## src/rtl/quad_steer_decoder_pkg.sv

```systemverilog
`default_nettype none
// ============================================================================
// Module : quad_pkg
// Quadrature state encoding and the prev->cur transition classifier.
// Rev    : 1.0
// ============================================================================
package quad_pkg;

    typedef logic [1:0] quad_state_t;

    localparam quad_state_t Q00 = 2'b00;
    localparam quad_state_t Q01 = 2'b01;
    localparam quad_state_t Q11 = 2'b11;
    localparam quad_state_t Q10 = 2'b10;

    localparam logic DIR_FWD = 1'b1;

    typedef struct packed {
        logic illegal;
        logic move;
        logic fwd;
    } quad_step_t;

    // Forward order is Q00 -> Q01 -> Q11 -> Q10 -> Q00.
    function automatic quad_step_t quad_step(input quad_state_t prev, input quad_state_t cur);
        quad_step_t r;
        r = '0;
        if ((prev ^ cur) == 2'b11) begin
            r.illegal = 1'b1;
        end else if (prev != cur) begin
            r.move = 1'b1;
            case (prev)
                Q00:     r.fwd = (cur == Q01);
                Q01:     r.fwd = (cur == Q11);
                Q11:     r.fwd = (cur == Q10);
                default: r.fwd = (cur == Q00);
            endcase
        end
        return r;
    endfunction

endpackage
`default_nettype wire

```

## src/rtl/quad_glitch_filter.sv

```systemverilog
`default_nettype none
// ============================================================================
// Module : quad_glitch_filter
// Two-flop synchroniser followed by a stability counter for one phase.
// Rev    : 1.0
// ============================================================================
module quad_glitch_filter #(
    parameter int FILTER_LEN = 4
) (
    input  logic clk,
    input  logic rst_n,
    input  logic i_async,
    output logic o_filt
);

    localparam logic [3:0] c_CNT_LAST = 4'(FILTER_LEN - 1);

    logic       r_sync0;
    logic       r_sync1;
    logic       r_filt;
    logic [3:0] r_cnt;

    // The filtered value flips only after FILTER_LEN consecutive differing samples.
    always_ff @(posedge clk or negedge rst_n) begin
        if (!rst_n) begin
            r_sync0 <= 1'b0;
            r_sync1 <= 1'b0;
            r_filt  <= 1'b0;
            r_cnt   <= 4'd0;
        end else begin
            r_sync0 <= i_async;
            r_sync1 <= r_sync0;
            if (r_sync1 == r_filt) begin
                r_cnt <= 4'd0;
            end else if (r_cnt == c_CNT_LAST) begin
                r_filt <= r_sync1;
                r_cnt  <= 4'd0;
            end else begin
                r_cnt <= r_cnt + 4'd1;
            end
        end
    end

    assign o_filt = r_filt;

endmodule
`default_nettype wire

```

## src/rtl/quad_steer_decoder.sv

```systemverilog
`default_nettype none
// ============================================================================
// Module : quad_steer_decoder
// Quadrature steering decoder: position, step, direction, error and rate.
// Rev    : 1.0
// ============================================================================
module quad_steer_decoder
    import quad_pkg::*;
#(
    parameter int FILTER_LEN = 4,
    parameter int POS_W      = 8,
    parameter int RATE_DIV   = 22500
) (
    input  logic             CLK,
    input  logic             Reset_n,
    input  logic             clr_i,
    input  logic             err_clr_i,
    input  logic             quad_a_i,
    input  logic             quad_b_i,
    output logic [POS_W-1:0] pos_o,
    output logic             step_o,
    output logic             dir_o,
    output logic             err_o,
    output logic [7:0]       rate_o,
    output logic             right_o,
    output logic             left_o
);

    localparam int                c_WIN_W    = $clog2(RATE_DIV);
    localparam logic [c_WIN_W-1:0] c_WIN_LAST = c_WIN_W'(RATE_DIV - 1);
    localparam logic signed [15:0] c_NET_MAX  = 16'sh7FFF;
    localparam logic signed [15:0] c_NET_MIN  = -16'sh8000;

    logic        w_filt_a;
    logic        w_filt_b;
    quad_state_t w_cur;
    quad_state_t r_prev;
    logic        r_valid;
    quad_step_t  w_dec;
    logic        w_step;
    logic        w_illegal;

    logic [c_WIN_W-1:0] r_win_cnt;
    logic [7:0]         r_win_steps;
    logic signed [15:0] r_win_net;
    logic [7:0]         w_steps_nxt;
    logic signed [15:0] w_net_nxt;
    logic               w_term;

    quad_glitch_filter #(.FILTER_LEN(FILTER_LEN)) u_filt_a (
        .clk     (CLK),
        .rst_n   (Reset_n),
        .i_async (quad_a_i),
        .o_filt  (w_filt_a)
    );

    quad_glitch_filter #(.FILTER_LEN(FILTER_LEN)) u_filt_b (
        .clk     (CLK),
        .rst_n   (Reset_n),
        .i_async (quad_b_i),
        .o_filt  (w_filt_b)
    );

    assign w_cur     = {w_filt_a, w_filt_b};
    assign w_dec     = quad_step(r_prev, w_cur);
    assign w_step    = r_valid & w_dec.move & ~clr_i;
    assign w_illegal = r_valid & w_dec.illegal;
    assign w_term    = (r_win_cnt == '0);

    // prev always follows cur once valid, which also resyncs after an illegal jump.
    always_ff @(posedge CLK or negedge Reset_n) begin
        if (!Reset_n) begin
            r_prev  <= Q00;
            r_valid <= 1'b0;
            pos_o   <= '0;
            step_o  <= 1'b0;
            dir_o   <= 1'b0;
            err_o   <= 1'b0;
        end else begin
            step_o <= 1'b0;
            if (w_illegal) begin
                err_o <= 1'b1;
            end else if (err_clr_i) begin
                err_o <= 1'b0;
            end
            if (clr_i) begin
                pos_o   <= '0;
                r_valid <= 1'b0;
            end else if (!r_valid) begin
                r_prev  <= w_cur;
                r_valid <= 1'b1;
            end else begin
                r_prev <= w_cur;
                if (w_dec.move) begin
                    step_o <= 1'b1;
                    dir_o  <= w_dec.fwd ? DIR_FWD : ~DIR_FWD;
                    pos_o  <= w_dec.fwd ? pos_o + 1'b1 : pos_o - 1'b1;
                end
            end
        end
    end

    always_comb begin
        w_steps_nxt = r_win_steps;
        w_net_nxt   = r_win_net;
        if (w_step) begin
            if (r_win_steps != 8'hFF) begin
                w_steps_nxt = r_win_steps + 8'd1;
            end
            if (w_dec.fwd) begin
                if (r_win_net != c_NET_MAX) begin
                    w_net_nxt = r_win_net + 16'sd1;
                end
            end else if (r_win_net != c_NET_MIN) begin
                w_net_nxt = r_win_net - 16'sd1;
            end
        end
    end

    // A step landing on the terminal cycle seeds the next window.
    always_ff @(posedge CLK or negedge Reset_n) begin
        if (!Reset_n) begin
            r_win_cnt   <= '0;
            r_win_steps <= 8'd0;
            r_win_net   <= 16'sd0;
            rate_o      <= 8'd0;
            right_o     <= 1'b0;
            left_o      <= 1'b0;
        end else if (clr_i) begin
            r_win_cnt   <= c_WIN_LAST;
            r_win_steps <= 8'd0;
            r_win_net   <= 16'sd0;
            rate_o      <= 8'd0;
            right_o     <= 1'b0;
            left_o      <= 1'b0;
        end else if (w_term) begin
            r_win_cnt   <= c_WIN_LAST;
            rate_o      <= r_win_steps;
            right_o     <= (r_win_net > 16'sd0);
            left_o      <= (r_win_net < 16'sd0);
            r_win_steps <= {7'd0, w_step};
            r_win_net   <= w_step ? (w_dec.fwd ? 16'sd1 : -16'sd1) : 16'sd0;
        end else begin
            r_win_cnt   <= r_win_cnt - 1'b1;
            r_win_steps <= w_steps_nxt;
            r_win_net   <= w_net_nxt;
        end
    end

endmodule
`default_nettype wire

```

## config.mk

```make
export PLATFORM = sky130hd
export DESIGN_NAME = quad_steer_decoder
export DESIGN_NICKNAME = d
export VERILOG_FILES = /design/src/rtl/quad_steer_decoder_pkg.sv /design/src/rtl/quad_glitch_filter.sv /design/src/rtl/quad_steer_decoder.sv
export SDC_FILE = /design/constraint.sdc
export NUM_CORES = 1
export LEC_CHECK = 0
export CAP_MARGIN = 40
export CORE_MARGIN = 4
export CORE_UTILIZATION = 64
export CTS_CLUSTER_DIAMETER = 120
export DETAILED_ROUTE_END_ITERATION = 6
export HOLD_SLACK_MARGIN = 0.1
export PLACE_DENSITY_LB_ADDON = 0.15
export SETUP_SLACK_MARGIN = 0.15
export SYNTH_ARGS = -nofsm -noshare
export SYNTH_HDL_FRONTEND = slang
export SYNTH_HIERARCHICAL = 1
export SYNTH_SLANG_ARGS = --single-unit
```

## constraint.sdc

```tcl
create_clock -name CLK -period 7.1 [get_ports CLK]
set_input_delay 1.775 -clock CLK [delete_from_list [all_inputs] [get_ports CLK]]
set_output_delay 1.775 -clock CLK [all_outputs]
set_load 0.1 [all_outputs]
```

Word-level counts from Yosys, hierarchy flattened
Index checks and enable logic that the tools add are counted.
{"block": "totals", "output_inout_bits": 21, "register_bits": 77, "elab_cells": 107}
{"block": "op_classes", "n_mux": 39, "bitwise": 7, "order_cmp": 2, "eq_ne": 15, "n_addsub": 8, "n_reduce_logical": 16}
{"op": "16-bit two-way mux", "n": 8}
{"op": "8-bit two-way mux", "n": 10}
{"op": "16-bit != test, second input constant", "n": 2}
{"op": "15-bit two-way mux", "n": 2}
{"op": "16-bit by 2-bit adder with 16-bit output, second input constant", "n": 1}
{"op": "8-bit by 1-bit adder with 8-bit output, second input constant", "n": 2}
{"op": "16-bit by 1-bit greater-than comparator with 1-bit output, second input constant", "n": 1}
{"op": "16-bit by 1-bit < comparator with 1-bit output, second input constant", "n": 1}
{"op": "4-bit two-way mux", "n": 4}
{"op": "16-bit by 2-bit subtractor with 16-bit output, second input constant", "n": 1}
{"op": "15-bit zero test", "n": 1}
{"op": "15-bit by 1-bit subtractor with 15-bit output, second input constant", "n": 1}
{"op": "1-bit two-way mux", "n": 12}
{"op": "4-bit by 1-bit adder with 4-bit output, second input constant", "n": 2}
{"op": "2-bit equality test, second input constant", "n": 4}
{"op": "4-bit by 2-bit equality test with 1-bit output, second input constant", "n": 2}
{"op": "8-bit != test, second input constant", "n": 1}
{"op": "2-bit AND reduction", "n": 4}
{"op": "2-bit nonzero test", "n": 4}
{"op": "8-bit by 1-bit subtractor with 8-bit output, second input constant", "n": 1}
{"op": "3-bit AND reduction", "n": 2}
{"op": "3-bit nonzero test", "n": 2}
{"op": "2-bit by 1-bit equality test with 1-bit output, second input constant", "n": 2}
{"op": "2-bit zero test", "n": 2}
{"op": "9 further kinds", "n": 15}

Depth between registers and ports, before layout
{"block": "depth", "word_depth": 9, "mapped_depth": 13, "ltp_nobuf": 12}

By module
The synthesis kept the hierarchy.
{"mod": "quad_steer_decoder", "seq_area_each_um2": 1576.5, "cells_per_inst": 423, "instances": 1, "area_per_inst_um2": 3866.2}
{"mod": "quad_glitch_filter at u_filt_b", "seq_area_each_um2": 175.2, "cells_per_inst": 20, "instances": 1, "area_per_inst_um2": 304.0}
{"mod": "quad_glitch_filter at u_filt_a", "seq_area_each_um2": 175.2, "cells_per_inst": 20, "instances": 1, "area_per_inst_um2": 287.8}

Worst setup path after synthesis
No wires, ideal clock.
{"block": "synth_path", "path_type": "flip-flop to flip-flop", "start": "register u_filt_b.r_filt, in the netlist u_filt_b/o_filt", "end": "register pos_o[7]", "t_arrival_ns": 3.458, "synth_period_minus_slack_ns": 3.536, "stages_incl_launch_ff": 13, "setup_slack_ns": 3.564, "setup_ns": 0.078, "required_ns": 7.022, "cell_sequence": "dfrtp_1 -> xor2_1 -> inv_1 -> ha_1 -> or4_1 -> buf_2 -> ha_1 -> a21oi_1 -> o211ai_1 -> a2111oi_0 -> o21ai_0 -> a211o_1 -> a21oi_1"}
{"block": "synth_between", "elab_chain_cells": 8, "elab_cells_between_ends": 16}
{"item": "start, declared", "line": "quad_glitch_filter.sv:20", "rtl": "logic r_filt;"}
{"item": "start signal, assigned", "line": "quad_glitch_filter.sv:36", "rtl": "r_filt <= r_sync1;"}
{"item": "2-bit equality test, or another cell as far along", "line": "quad_steer_decoder_pkg.sv:35", "rtl": "Q11: r.fwd = (cur == Q10);"}
{"item": "1-bit one-hot mux with 3 select lines", "line": "quad_steer_decoder_pkg.sv:32", "rtl": "case (prev)"}
{"item": "2-bit two-way mux", "line": "quad_steer_decoder_pkg.sv:30", "rtl": "end else if (prev != cur) begin"}
{"item": "2-bit two-way mux (*)", "line": "quad_steer_decoder_pkg.sv:28", "rtl": "if ((prev ^ cur) == 2'b11) begin"}
{"item": "8-bit two-way mux", "line": "quad_steer_decoder.sv:97", "rtl": "pos_o <= w_dec.fwd ? pos_o + 1'b1 : pos_o - 1'b1;"}
{"item": "8-bit two-way mux", "line": "quad_steer_decoder.sv:94", "rtl": "if (w_dec.move) begin"}
{"item": "8-bit two-way mux", "line": "quad_steer_decoder.sv:89", "rtl": "end else if (!r_valid) begin"}
{"item": "8-bit two-way mux", "line": "quad_steer_decoder.sv:86", "rtl": "if (clr_i) begin"}
{"item": "end signal, assigned", "line": "quad_steer_decoder.sv:97"}
{"item": "end, declared", "line": "quad_steer_decoder.sv:20", "rtl": "output logic [POS_W-1:0] pos_o,"}
Mark *: on every way between the ends. The rest lies on a longest branch, timed or not. The select of a mux whose other input is x is not followed.
A chain may end at the register's enable or synchronous reset.

Worst setup path after layout
Same ends and word-level chain as after synthesis.

==> results.py <==
metrics = {
    "run_status": {
        "status": "completed",
    },
    "logic_synthesis": {
        "synth_fa_ha_area_frac": 0.08757,
        "ys_ff_latch": 77,
        "syn_area_sq_mm": 0.004458,
        "ys_top_cells_by_area": "dfrtp_1 (43%), ha_1 (7.9%), nand2_1 (5.1%), a21oi_1 (4.4%), xor2_1 (3.5%)",
        "yosysSeqAreaShare": 0.4322,
        "synth-compound-area-share": 0.1757,
        "muxShareOfSynthArea": 0.02049,
        "synthCells": 463,
        "synth_top_area_frac": 0.4322,
        "synth_top_family_by_area": "simple AND/OR/NAND/NOR gates",
        "synthFlopType": "dfrtp_1",
        "yosysUniqueCellTypes": 59,
        "avgSynthCellArea_sq_um": 9.629,
        "syn-num-nets": 499,
        "synth_warnings": 6,
        "synthSimpleGateAreaFrac": 0.1923,
        "synth-async-reset-ratio": 1.000,
        "synth_enable_flop_cells": 0,
        "synth.largest_area_cell": "dfrtp_1",
        "synth_xor_area_frac": 0.06876,
    },
    "pwr": {
        "power_switching_w": 0.001253,
        "p_leak_nw": 2.364,
        "swShare": 0.4884,
        "ir_drop_v": 0.0002548,
        "clockPowerShare": 0.124,
        "power_frac_seq": 0.233,
        "p_comb_frac": 0.643,
        "power.internal_w": 0.001313,
        "cellPowerDensity_mw_per_mm2": 478.7,
    },
    "detailed_routing": {
        "drt_wl_total_mm": 10.36,
        "via_per_inst": 6.138,
        "drc": 0,
        "vias": 3775,
        "wl_per_cell_um": 16.85,
        "drtIter0Drc": 217,
        "drtPass1Iterations": 5,
        "ant_nets": 0,
    },
    "sta": {
        "slew_headroom": 0.4480,
        "finalCritPeriodShare": 0.5564,
        "setup_viol": 0,
        "fin_setup_tns_ns": 0,
        "fin_skew_ns": 0.009018,
        "worst_slew_pin_slew_ns": 0.8072,
        "holdWs_ns": 0.3584,
        "hold_viol": 0,
        "finalMaxSlewViolations": 0,
        "rsz0062_at_grt": "false",
        "fin_crit_ns": 3.950,
        "fmax_mhz": 253.1,
    },
    "cts": {
        "cts_tree": "done",
        "cts_resized": 0,
        "cts_root_buffer": "clkbuf_8",
        "cts_buffers": 9,
        "path_clk_slew_ns": 0.08,
        "clockBufferDepth": 2,
        "cts_num_sinks": 77,
        "h-tree-depth": 3,
        "insertion_delay_ns": 0.35,
        "post_cts_buffers": 0,
        "ctsHoldBuffers": 0,
    },
    "layout": {
        "area_delta_synth_final_pct": 20.26,
        "diodes": 0,
        "drive_above_1_share": 0.1156,
        "final_nets": 550,
        "num-fill-cells": 440,
        "layout_commonest_cell": "dfrtp_1",
        "layout_common_cells": "dfrtp_1 (77), nand2_1 (60), a21oi_1 (39)",
        "post-route-cell-area_sq_mm": 0.005361,
    },
    "setup_path": {
        "path_class": "flop to flop",
        "worstPathArrival_ns": 4.22,
        "r2r_start": "u_filt_b/o_filt",
        "reg2reg_to": "pos_o[7]",
        "required_ns": 7.37,
        "start_kind": "flop",
        "endpoint_kind": "flop",
        "r2r.worst_path.cells": 12,
        "ff2ff_setup_slack_ns": 3.15,
        "crit_path_end": "pos_o[7]",
        "crit_path_max_fanout": 32,
        "crit_path_start": "u_filt_b/o_filt",
    },
    "global_routing": {
        "grt_pass1_vias": 3854,
        "grt_max_degree": 55,
        "antenna_found_initial": 0,
        "grt_usage": 0.2626,
        "grt_pass1_wl_mm": 17.73,
        "grt_overflow": 0,
    },
    "floorplanning": {
        "io_pins": 27,
        "rows": 30,
        "start_util": 0.6562,
        "core_area_sq_mm": 0.006794,
        "die_x_um": 91.46,
        "die_y_um": 91.46,
        "die_area_sq_mm": 0.008365,
    },
    "job": {
        "max_cap_violations": 0,
    },
    "placed_design": {
        "routabilityCongestion": 0.8970,
        "hpwlAfterDp_mm": 7.390,
        "port_buffers": 26,
        "placed_cell_area_sq_mm": 0.005175,
    },
    "min_path": {
        "hp-class": "flop to flop",
    },
}
worst min-delay path by stage:
stage                          start  slack [ns]  cells past startpoint                to
floorplan           u_filt_a/r_sync0        0.33                      0  u_filt_a/r_sync1
global placement    u_filt_b/r_sync0        0.33                      0  u_filt_b/r_sync1
detailed placement  u_filt_b/r_sync0        0.34                      0  u_filt_b/r_sync1
CTS                 u_filt_b/r_sync0        0.36                      0  u_filt_b/r_sync1
global route        u_filt_b/r_sync0        0.36                      0  u_filt_b/r_sync1
finish              u_filt_b/r_sync0        0.36                      0  u_filt_b/r_sync1
cells by family (layout without fill, tap and decap cells):
logic type      after synthesis  in the layout
xor+xnor                     35             35
compound gates              119            119
flops                        77             77
fa+ha+maj                    30             30
mux                           8              8
buf+inv                      26             82
simple gates                168            168
worst max-delay path, stage by stage (launching register included):
cell	delay [ns]
dfrtp_1	0.54
xor2_1	0.23
inv_1	0.07
ha_1	0.20
or4_1	0.49
buf_4	0.27
ha_1	0.32
a21oi_1	0.19
o211ai_1	0.13
a2111oi_0	0.72
o21ai_0	0.22
a211o_1	0.33
a21oi_1	0.15
metal layers:
metal  track usage  vias to the layer above  part of all wire
met3       0.03397                       24             0.043
met5             0                        -                 0
li1              -                     1769                 -
met1        0.3281                     1871              0.42
met4        0.1256                        0             0.022
met2        0.4486                      111              0.51
power by group through the flow:
stage | clock network [W] | registers [W] | logic, W
2_1_floorplan | 0 | 0.000698 | 0.00113
3_3_place_gp | 0 | 0.000598 | 0.00149
3_5_place_dp | 0 | 0.000604 | 0.00162
4_1_cts | 0.000322 | 0.000595 | 0.00163
5_1_grt | 0.000340 | 0.000607 | 0.00184
6_report | 0.000318 | 0.000598 | 0.00165
flip-flops by register name, summed over array words and instances (netlist names), 2 cells and up:
signal,flops
rate_o,8
r_prev,2
u_filt_b/r_cnt,4
r_win_cnt,15
u_filt_a/r_cnt,4
pos_o,8
r_win_steps,8
r_win_net,16
cell usage after synthesis (2+ instances only):
| master | instances |
|---|---|
| nor2_1 | 38 |
| and3_1 | 6 |
| a211oi_1 | 5 |
| and2_1 | 2 |
| a21oi_1 | 39 |
| mux2i_1 | 2 |
| or3_1 | 10 |
| clkbuf_1 | 9 |
| dfrtp_1 | 77 |
| nor2b_1 | 4 |
| nor4_1 | 5 |
| nand4b_1 | 2 |
| o22ai_1 | 4 |
| a31oi_1 | 4 |
| nor3_1 | 8 |
| o21a_1 | 4 |
| nand3b_1 | 5 |
| mux2_2 | 4 |
| o21ai_0 | 26 |
| a21boi_0 | 3 |
| nand4_1 | 7 |
| nand3_1 | 4 |
| a22o_1 | 2 |
| a21o_1 | 9 |
| xor2_1 | 18 |
| nor3b_2 | 2 |
| ha_1 | 28 |
| nand2b_1 | 3 |
| nand2_1 | 60 |
| o31a_1 | 2 |
| and4_4 | 2 |
| inv_1 | 15 |
| xnor2_1 | 17 |
| o211ai_1 | 6 |
| fa_1 | 2 |
| or4_1 | 4 |
| a22oi_1 | 3 |
area by class of cell:
cell class	instances	area, sq um	area share
Tap cell	96	120.1	0.02240
Timing Repair Buffer	51	643.1	0.1200
Clock buffer	12	155.1	0.02894
Sequential cell	77	1927	0.3594
Clock inverter	4	31.28	0.005834
Multi-Input combinational cell	360	2429	0.4530
Inverter	15	56.30	0.01050
per-stage QoR:
step                      total power, W  worst slack [ns]  instances    util
after floorplan                 0.001830             3.564        463       -
after global placement          0.002084             3.412        576  0.7072
after detailed placement        0.002220             3.231        599  0.7617
after CTS                       0.002548             3.185        615  0.7891
after global routing            0.002786             2.723        615  0.7891
final                           0.002566             3.150        615  0.7891
No activity file was read; power rests on OpenSTA's default activity.
